--- src/rtl/tank_damage_ctrl.sv ---
// tank_damage_ctrl
// -----------------------------------------------------------------------------
// Receiving end of the gun/hit path. Tracks our tank's health, applies a
// post-hit invulnerability cooldown, latches death, and overlays a health bar
// and a hit-flash onto the VGA stream (one stage in the VGA chain after the
// gun stage).
//
// Optional feature macro: TANK_DMG_BULLET_DETECT_EN
//   defined   : an opponent bullet inside our hitbox also counts as a hit
//   undefined : only a rising edge of hit_in counts; bullet ports are unused
//
// Ports
//   clk, rst                 clock, synchronous active-high reset
//   restart                  level, return to full health
//   hit_in                   hit report from opponent gun (rising edge = hit)
//   xpos_bullet_op/ypos_...  opponent bullet position, (0,0) = no bullet
//   xpos_t, ypos_t           our tank top-left corner
//   hblnk..rgb               incoming VGA timing and pixel stream
//   *_out                    same stream delayed by exactly one cycle
//   hp                       current health
//   dead                     high while dead
//   hit_ack                  one-cycle pulse per accepted hit
//   invuln                   high during the cooldown
//
// Status outputs (hp, dead, hit_ack, invuln) are registered copies of the
// internal state, so they trail the internal state by one clock: a hit_in
// edge first sampled at edge N enters HIT at edge N and shows on the status
// outputs at edge N+2.
// -----------------------------------------------------------------------------
module tank_damage_ctrl #(
   parameter int          HP_MAX        = 100,
   parameter int          DAMAGE        = 20,
   parameter int          INVULN_CYCLES = 65000000,
   parameter int          FLASH_BIT     = 22,
   parameter int          BAR_X         = 10,
   parameter int          BAR_Y         = 10,
   parameter int          TANK_SIZE     = 48,
   parameter logic [11:0] FLASH_COLOR   = 12'hF00,
   parameter logic [11:0] DEAD_COLOR    = 12'h444,
   parameter logic [11:0] BAR_COLOR     = 12'h0F0
) (
   input  logic        clk,
   input  logic        rst,
   input  logic        restart,
   input  logic        hit_in,
   input  logic [9:0]  xpos_bullet_op,
   input  logic [9:0]  ypos_bullet_op,
   input  logic [9:0]  xpos_t,
   input  logic [9:0]  ypos_t,
   input  logic        hblnk,
   input  logic        vblnk,
   input  logic        hsync,
   input  logic        vsync,
   input  logic [10:0] hcount,
   input  logic [9:0]  vcount,
   input  logic [11:0] rgb,
   output logic        hblnk_out,
   output logic        vblnk_out,
   output logic        hsync_out,
   output logic        vsync_out,
   output logic [10:0] hcount_out,
   output logic [9:0]  vcount_out,
   output logic [11:0] rgb_out,
   output logic [6:0]  hp,
   output logic        dead,
   output logic        hit_ack,
   output logic        invuln
);

   // Counter must hold INVULN_CYCLES-1 and also contain the flash bit.
   localparam int CNT_W = ($clog2(INVULN_CYCLES) > FLASH_BIT) ?
                          $clog2(INVULN_CYCLES) : (FLASH_BIT + 1);

   localparam logic [6:0]       HP_FULL  = 7'(HP_MAX);
   localparam logic [6:0]       DMG      = 7'(DAMAGE);
   localparam logic [CNT_W-1:0] CNT_LAST = CNT_W'(INVULN_CYCLES - 1);
   localparam logic [CNT_W-1:0] CNT_ZERO = CNT_W'(0);
   localparam logic [CNT_W-1:0] CNT_ONE  = CNT_W'(1);
   localparam logic [10:0]      BAR_X_W  = 11'(BAR_X);
   localparam logic [9:0]       BAR_Y_W  = 10'(BAR_Y);
   localparam logic [10:0]      TANK_W   = 11'(TANK_SIZE);

   typedef enum logic [1:0] {
      ALIVE  = 2'b00,
      HIT    = 2'b01,
      INVULN = 2'b10,
      DEAD   = 2'b11
   } state_t;

   state_t           state_r, state_nxt_s;
   logic [6:0]       hp_r, hp_nxt_s, hp_dec_s;
   logic [CNT_W-1:0] cnt_r, cnt_nxt_s;
   logic             hit_in_q_r;
   logic             hit_evt_s;
   logic             in_bar_s, in_box_s;
   logic [10:0]      bar_x_end_s, tank_x_s, tank_y_s, vcount_w_s;
   logic [11:0]      rgb_nxt_s;

`ifdef TANK_DMG_BULLET_DETECT_EN
   logic        overlap_s;
   logic [10:0] bullet_x_s, bullet_y_s;

   // Local geometric hit detection: bullet anywhere inside our hitbox.
   always_comb begin
      bullet_x_s = {1'b0, xpos_bullet_op};
      bullet_y_s = {1'b0, ypos_bullet_op};
      overlap_s  = 1'b0;
      if (((xpos_bullet_op != 10'd0) || (ypos_bullet_op != 10'd0)) &&
          (bullet_x_s >= tank_x_s) && (bullet_x_s <= tank_x_s + TANK_W - 11'd1) &&
          (bullet_y_s >= tank_y_s) && (bullet_y_s <= tank_y_s + TANK_W - 11'd1)) begin
         overlap_s = 1'b1;
      end else begin
         overlap_s = 1'b0;
      end
      hit_evt_s = (hit_in & ~hit_in_q_r) | overlap_s;
   end
`else
   logic unused_bullet_s;
   assign unused_bullet_s = ^{xpos_bullet_op, ypos_bullet_op};

   // Only a rising edge of the opponent's hit report counts as a hit.
   always_comb begin
      hit_evt_s = hit_in & ~hit_in_q_r;
   end
`endif

   // Geometry in 11 bits so tank position + size never wraps.
   always_comb begin
      tank_x_s    = {1'b0, xpos_t};
      tank_y_s    = {1'b0, ypos_t};
      vcount_w_s  = {1'b0, vcount};
      bar_x_end_s = BAR_X_W + {3'b000, hp_r, 1'b0};
   end

   // State, health, cooldown counter and hit edge detector registers.
   always_ff @(posedge clk) begin
      if (rst) begin
         state_r    <= ALIVE;
         hp_r       <= HP_FULL;
         cnt_r      <= CNT_ZERO;
         hit_in_q_r <= 1'b0;
      end else begin
         state_r    <= state_nxt_s;
         hp_r       <= hp_nxt_s;
         cnt_r      <= cnt_nxt_s;
         hit_in_q_r <= hit_in;
      end
   end

   // Next-state logic; restart overrides everything including a pending hit.
   always_comb begin
      state_nxt_s = state_r;
      hp_nxt_s    = hp_r;
      cnt_nxt_s   = cnt_r;
      hp_dec_s    = (hp_r <= DMG) ? 7'd0 : (hp_r - DMG);
      if (restart) begin
         state_nxt_s = ALIVE;
         hp_nxt_s    = HP_FULL;
         cnt_nxt_s   = CNT_ZERO;
      end else begin
         case (state_r)
            ALIVE: begin
               if (hit_evt_s) begin
                  state_nxt_s = HIT;
               end else begin
                  state_nxt_s = ALIVE;
               end
            end
            HIT: begin
               hp_nxt_s = hp_dec_s;
               if (hp_dec_s == 7'd0) begin
                  state_nxt_s = DEAD;
               end else begin
                  state_nxt_s = INVULN;
                  cnt_nxt_s   = CNT_ZERO;
               end
            end
            INVULN: begin
               // Hits during the cooldown are dropped, not queued.
               if (cnt_r == CNT_LAST) begin
                  state_nxt_s = ALIVE;
               end else begin
                  cnt_nxt_s = cnt_r + CNT_ONE;
               end
            end
            DEAD: begin
               state_nxt_s = DEAD;
            end
            default: begin
               state_nxt_s = ALIVE;
            end
         endcase
      end
   end

   // Pixel overlay: bar over dead box over flash box over the incoming pixel.
   always_comb begin
      in_bar_s = (vcount >= BAR_Y_W) && (vcount <= BAR_Y_W + 10'd7) &&
                 (hcount >= BAR_X_W) && (hcount < bar_x_end_s);
      in_box_s = (hcount >= tank_x_s) && (hcount < tank_x_s + TANK_W) &&
                 (vcount_w_s >= tank_y_s) && (vcount_w_s < tank_y_s + TANK_W);
      if (in_bar_s) begin
         rgb_nxt_s = BAR_COLOR;
      end else if (in_box_s && (state_r == DEAD)) begin
         rgb_nxt_s = DEAD_COLOR;
      end else if (in_box_s && (state_r == INVULN) && cnt_r[FLASH_BIT]) begin
         rgb_nxt_s = FLASH_COLOR;
      end else begin
         rgb_nxt_s = rgb;
      end
   end

   // Registered VGA stream and status outputs.
   always_ff @(posedge clk) begin
      if (rst) begin
         hblnk_out  <= 1'b0;
         vblnk_out  <= 1'b0;
         hsync_out  <= 1'b0;
         vsync_out  <= 1'b0;
         hcount_out <= 11'd0;
         vcount_out <= 10'd0;
         rgb_out    <= 12'h000;
         hp         <= HP_FULL;
         dead       <= 1'b0;
         hit_ack    <= 1'b0;
         invuln     <= 1'b0;
      end else begin
         hblnk_out  <= hblnk;
         vblnk_out  <= vblnk;
         hsync_out  <= hsync;
         vsync_out  <= vsync;
         hcount_out <= hcount;
         vcount_out <= vcount;
         rgb_out    <= rgb_nxt_s;
         hp         <= hp_r;
         dead       <= (state_r == DEAD);
         hit_ack    <= (state_r == HIT) && !restart;
         invuln     <= (state_r == INVULN);
      end
   end

endmodule

--- config.mk ---
export PLATFORM = sky130hd
export DESIGN_NAME = tank_damage_ctrl
export DESIGN_NICKNAME = d
export VERILOG_FILES = /design/src/rtl/tank_damage_ctrl.sv
export SDC_FILE = /design/constraint.sdc
export NUM_CORES = 1
export LEC_CHECK = 0
export CAP_MARGIN = 20
export CORE_ASPECT_RATIO = 1.5
export CORE_MARGIN = 8
export CORE_UTILIZATION = 48
export DETAILED_ROUTE_END_ITERATION = 10
export PLACE_DENSITY_LB_ADDON = 0.15
export SYNTH_ARGS = -nofsm -noshare
export SYNTH_HDL_FRONTEND = slang
export SYNTH_SLANG_ARGS = --single-unit
--- constraint.sdc ---
create_clock -name clk -period 3.4 [get_ports clk]
set_input_delay 0.51 -clock clk [delete_from_list [all_inputs] [get_ports clk]]
set_output_delay 0.51 -clock clk [all_outputs]
set_load 0.1 [all_outputs]
==> run summary, run 1 <==
Hold Slack: 0.4972 ns
Routed Antenna Nets: 0
CP required: 3.63 ns
Post-synthesis sequential area ratio: 36.42%
First-pass GRT wire length: 19580 um
Vias in the first global route: 4174
Worst Hold Class: reg -> reg
Final Worst Setup Slack: 0.3582 ns
Tcrit/Tclk final: 89.46%
Peak supply drop: 0.0002903 V
Clock transition at path regs: 0.07 ns
Via count: 4111
Worst-Skew Late Latency: 0.35 ns
Leakage: 2.377 nW
Distinct cells, synth: 61
Routability congestion estimate: 0.8689
Die height: 135.4 um
Avg WL per Cell: 16.71 um
Syn Inst Count: 515
Maximum net fanout on the critical path: 4
Iteration-0 DRC Markers: 159
Vias/cell: 5.563
Clock power share: 39.1%
Top post-synthesis cells by area: dfxtp_1 36%, ha_1 13%, nor2b_1 4.1%, nand2_1 3.7%, a21oi_1 3.4%
Slowest CP cell: or4_1
Nets: 752
CP dominant cell by count: ha_1
Reg area: 1662 um^2
Outcome: completed
Fin. max-slew vios: 0
Synth Flop Type: dfxtp_1
Least-Margin Pin Slew: 1.032 ns
Commonest cells post-synth: 83 x dfxtp_1, 49 x ha_1, 45 x nand2_1
Clock tree from TritonCTS: done
Initial antenna violation count: 0
WP data arrival: 3.27 ns
Asr flop ratio synth: 0%
EDFF count, synth: 0
Cts bufs inserted: 9
Total negative slack: 0 ns
Crit path cell chain: clkdlybuf4s50_1, inv_1, ha_1, xor2_1, ha_1, and4b_1, a211oi_1, o22a_1, o211ai_1, or4_1, o311ai_0
RSZ-0062 raised after global routing: no
Sw Ratio: 30.08%
DP HPWL: 9638 um
CP delay by family, top: compound AO/OA/AOI/OAI gates
Die Span X: 95.60 um
Critical path type: in -> reg
Most common cell in the synthesized netlist: dfxtp_1
Layout Skew: 0.01087 ns
Post-layout min period: 3.042 ns
CP peak stage delay: 0.49 ns
Mapped Nets: 645
Endpoints failing setup: 0
TritonCTS Sinks: 83
Layout cells sized above 1: 5.901%
Final hold vios: 0
Total grt overflow: 0
Cts hold-fix bufs: 0
Comb pwr share: 20.8%
Setup crit end kind: flop
IO Port Bufs: 107
Max clock buf depth: 2
Buffers plus inverters on the worst setup path: 2
Gr usage total: 19.09%
Crit path launch type: input pin
Pint: 0.001758 W
Post-route core utilization: 64.91%
Area of the multi-input gates: 2668 um^2
First-pass iteration count of the detailed router: 4
Sequential power share: 40.1%
Pin count of the biggest net entering global routing: 44
Diodes inserted: 0
Mapped cell area: 4562 um^2
Cell Pwr Density: 418.5 nW/um^2
Post-CTS resize count: 0
# Max-Cap Violations: 0
Dominant cell type by area after synthesis: dfxtp_1
Slew headroom: 31.01%
Psw: 0.0007562 W
Max frequency: 328.8 MHz
Area grow syn2layout: 31.68%
Initial Util: 49.30%
DRC: 0
Total Die Area: 12940 um^2
DP Worst Slack: 0.0005849 ns
Core area: 9254 um^2
Top cell type's share of synthesized area: 36.42%
Htree depth: 3
Syn Area/Cell: 8.858 um^2
Setup Buffers After CTS: 0
FP Rows: 43
WL final: 12350 um
Fill count: 785
Root Driver: clkbuf_16
Ys Warns: 0
Top Ports: 128
Synthesized flop and latch total: 83
[worst reg2reg max path: stages, from the launching register on]
cell and delay (ns):
dfxtp_1 0.50, inv_1 0.11, ha_1 0.21, a21oi_1 0.19, nor2_1 0.09, xnor2_1 0.13, ha_1 0.29, a21oi_1 0.13
nor2b_1 0.06, a2111oi_0 0.49, a21oi_1 0.36, nand2_1 0.15, o22ai_1 0.08
[flip-flops by register name, indices dropped and copies added, names as in the netlist, 2 cells and up]
name / flops
cnt_r: 26
rgb_out: 12
hcount_out: 11
vcount_out: 10
hp: 7
hp_r: 7
state_r: 2
[cell usage in the layout (no fill, tap or decap), types with 6 or more instances in the layout]
| master | n |
|---|---|
| buf_4 | 7 |
| clkdlybuf4s50_1 | 107 |
| xor2_1 | 6 |
| a21oi_1 | 31 |
| nand2_1 | 45 |
| dfxtp_1 | 83 |
| o211ai_1 | 11 |
| nor2_1 | 30 |
| nor3_1 | 7 |
| or4_1 | 10 |
| clkbuf_16 | 9 |
| nor2b_1 | 30 |
| nand3_1 | 13 |
| or3_1 | 13 |
| nand2b_1 | 9 |
| o21ai_0 | 23 |
| ha_1 | 49 |
| xnor2_1 | 10 |
| inv_1 | 32 |
| nand4_1 | 10 |
[per-stage QoR]
| step | std cells | power (W) | cell area, um^2 |
|---|---|---|---|
| 2_1_floorplan | 515 | 0.001372 | 4562 |
| 3_3_place_gp | 723 | 0.001537 | 5713 |
| 3_5_place_dp | 723 | 0.001550 | 5713 |
| 6_report | 739 | 0.002514 | 6007 |
| 5_1_grt | 739 | 0.002609 | 6007 |
| 4_1_cts | 739 | 0.002536 | 6007 |
[power by group through the flow]
stage               clock [W]  combinational, W  sequential (W)
floorplan                   0          0.000167         0.00121
global placement            0          0.000507         0.00103
detailed placement          0          0.000519         0.00103
CTS                   0.00100          0.000523         0.00101
global route          0.00104          0.000557         0.00101
finish               0.000983          0.000522         0.00101
[final cells by class]
type	count	area share, %
clock buffer	10	3.812
tap	112	2.333
timing repair buffer	114	18.70
clock inverter	6	1.083
inverter	32	2.000
sequential	83	27.66
multi-input combinational	382	44.41
[logic make-up after synthesis]
group	share of synthesized area, %
simple gates	24.77
compound gates	16.54
flops	36.42
buf+inv	5.101
fa+ha+maj	13.44
xor+xnor	3.072
mux	0.6583
[final timing paths]
check,endpoint,cells past startpoint,slack (ns),from
setup reg to reg,rgb_out[2]$_SDFF_PP0_,12,0.51,hp_r[2]$_SDFFE_PP1P_
hold / removal,cnt_r[25]$_SDFFE_PP0P_,2,0.50,cnt_r[25]$_SDFFE_PP0P_
setup / recovery,rgb_out[6]$_SDFF_PP0_,11,0.36,xpos_t[4]
hold reg to reg,cnt_r[25]$_SDFFE_PP0P_,2,0.50,cnt_r[25]$_SDFFE_PP0P_
[layer usage]
layer | vias to the layer above | wire length, um | track usage, %
met3 | 21 | 643 | 2.775
li1 | 2074 | - | -
met1 | 1915 | 4516 | 18.64
met2 | 101 | 6893 | 36.84
met4 | 0 | 299 | 9.614
met5 | - | 0 | 0
Note: power is estimated with default switching activity, not from simulation.
==> run 2, diff against run 1 <==
--- a/config.mk
+++ b/config.mk
@@ -14,3 +14,4 @@
 export SYNTH_ARGS = -nofsm -noshare
 export SYNTH_HDL_FRONTEND = slang
 export SYNTH_SLANG_ARGS = --single-unit
+export TNS_END_PERCENT = 100
==> results of run 2 <==
No change in the layout: final DEF, timing and power equal those of run 1.
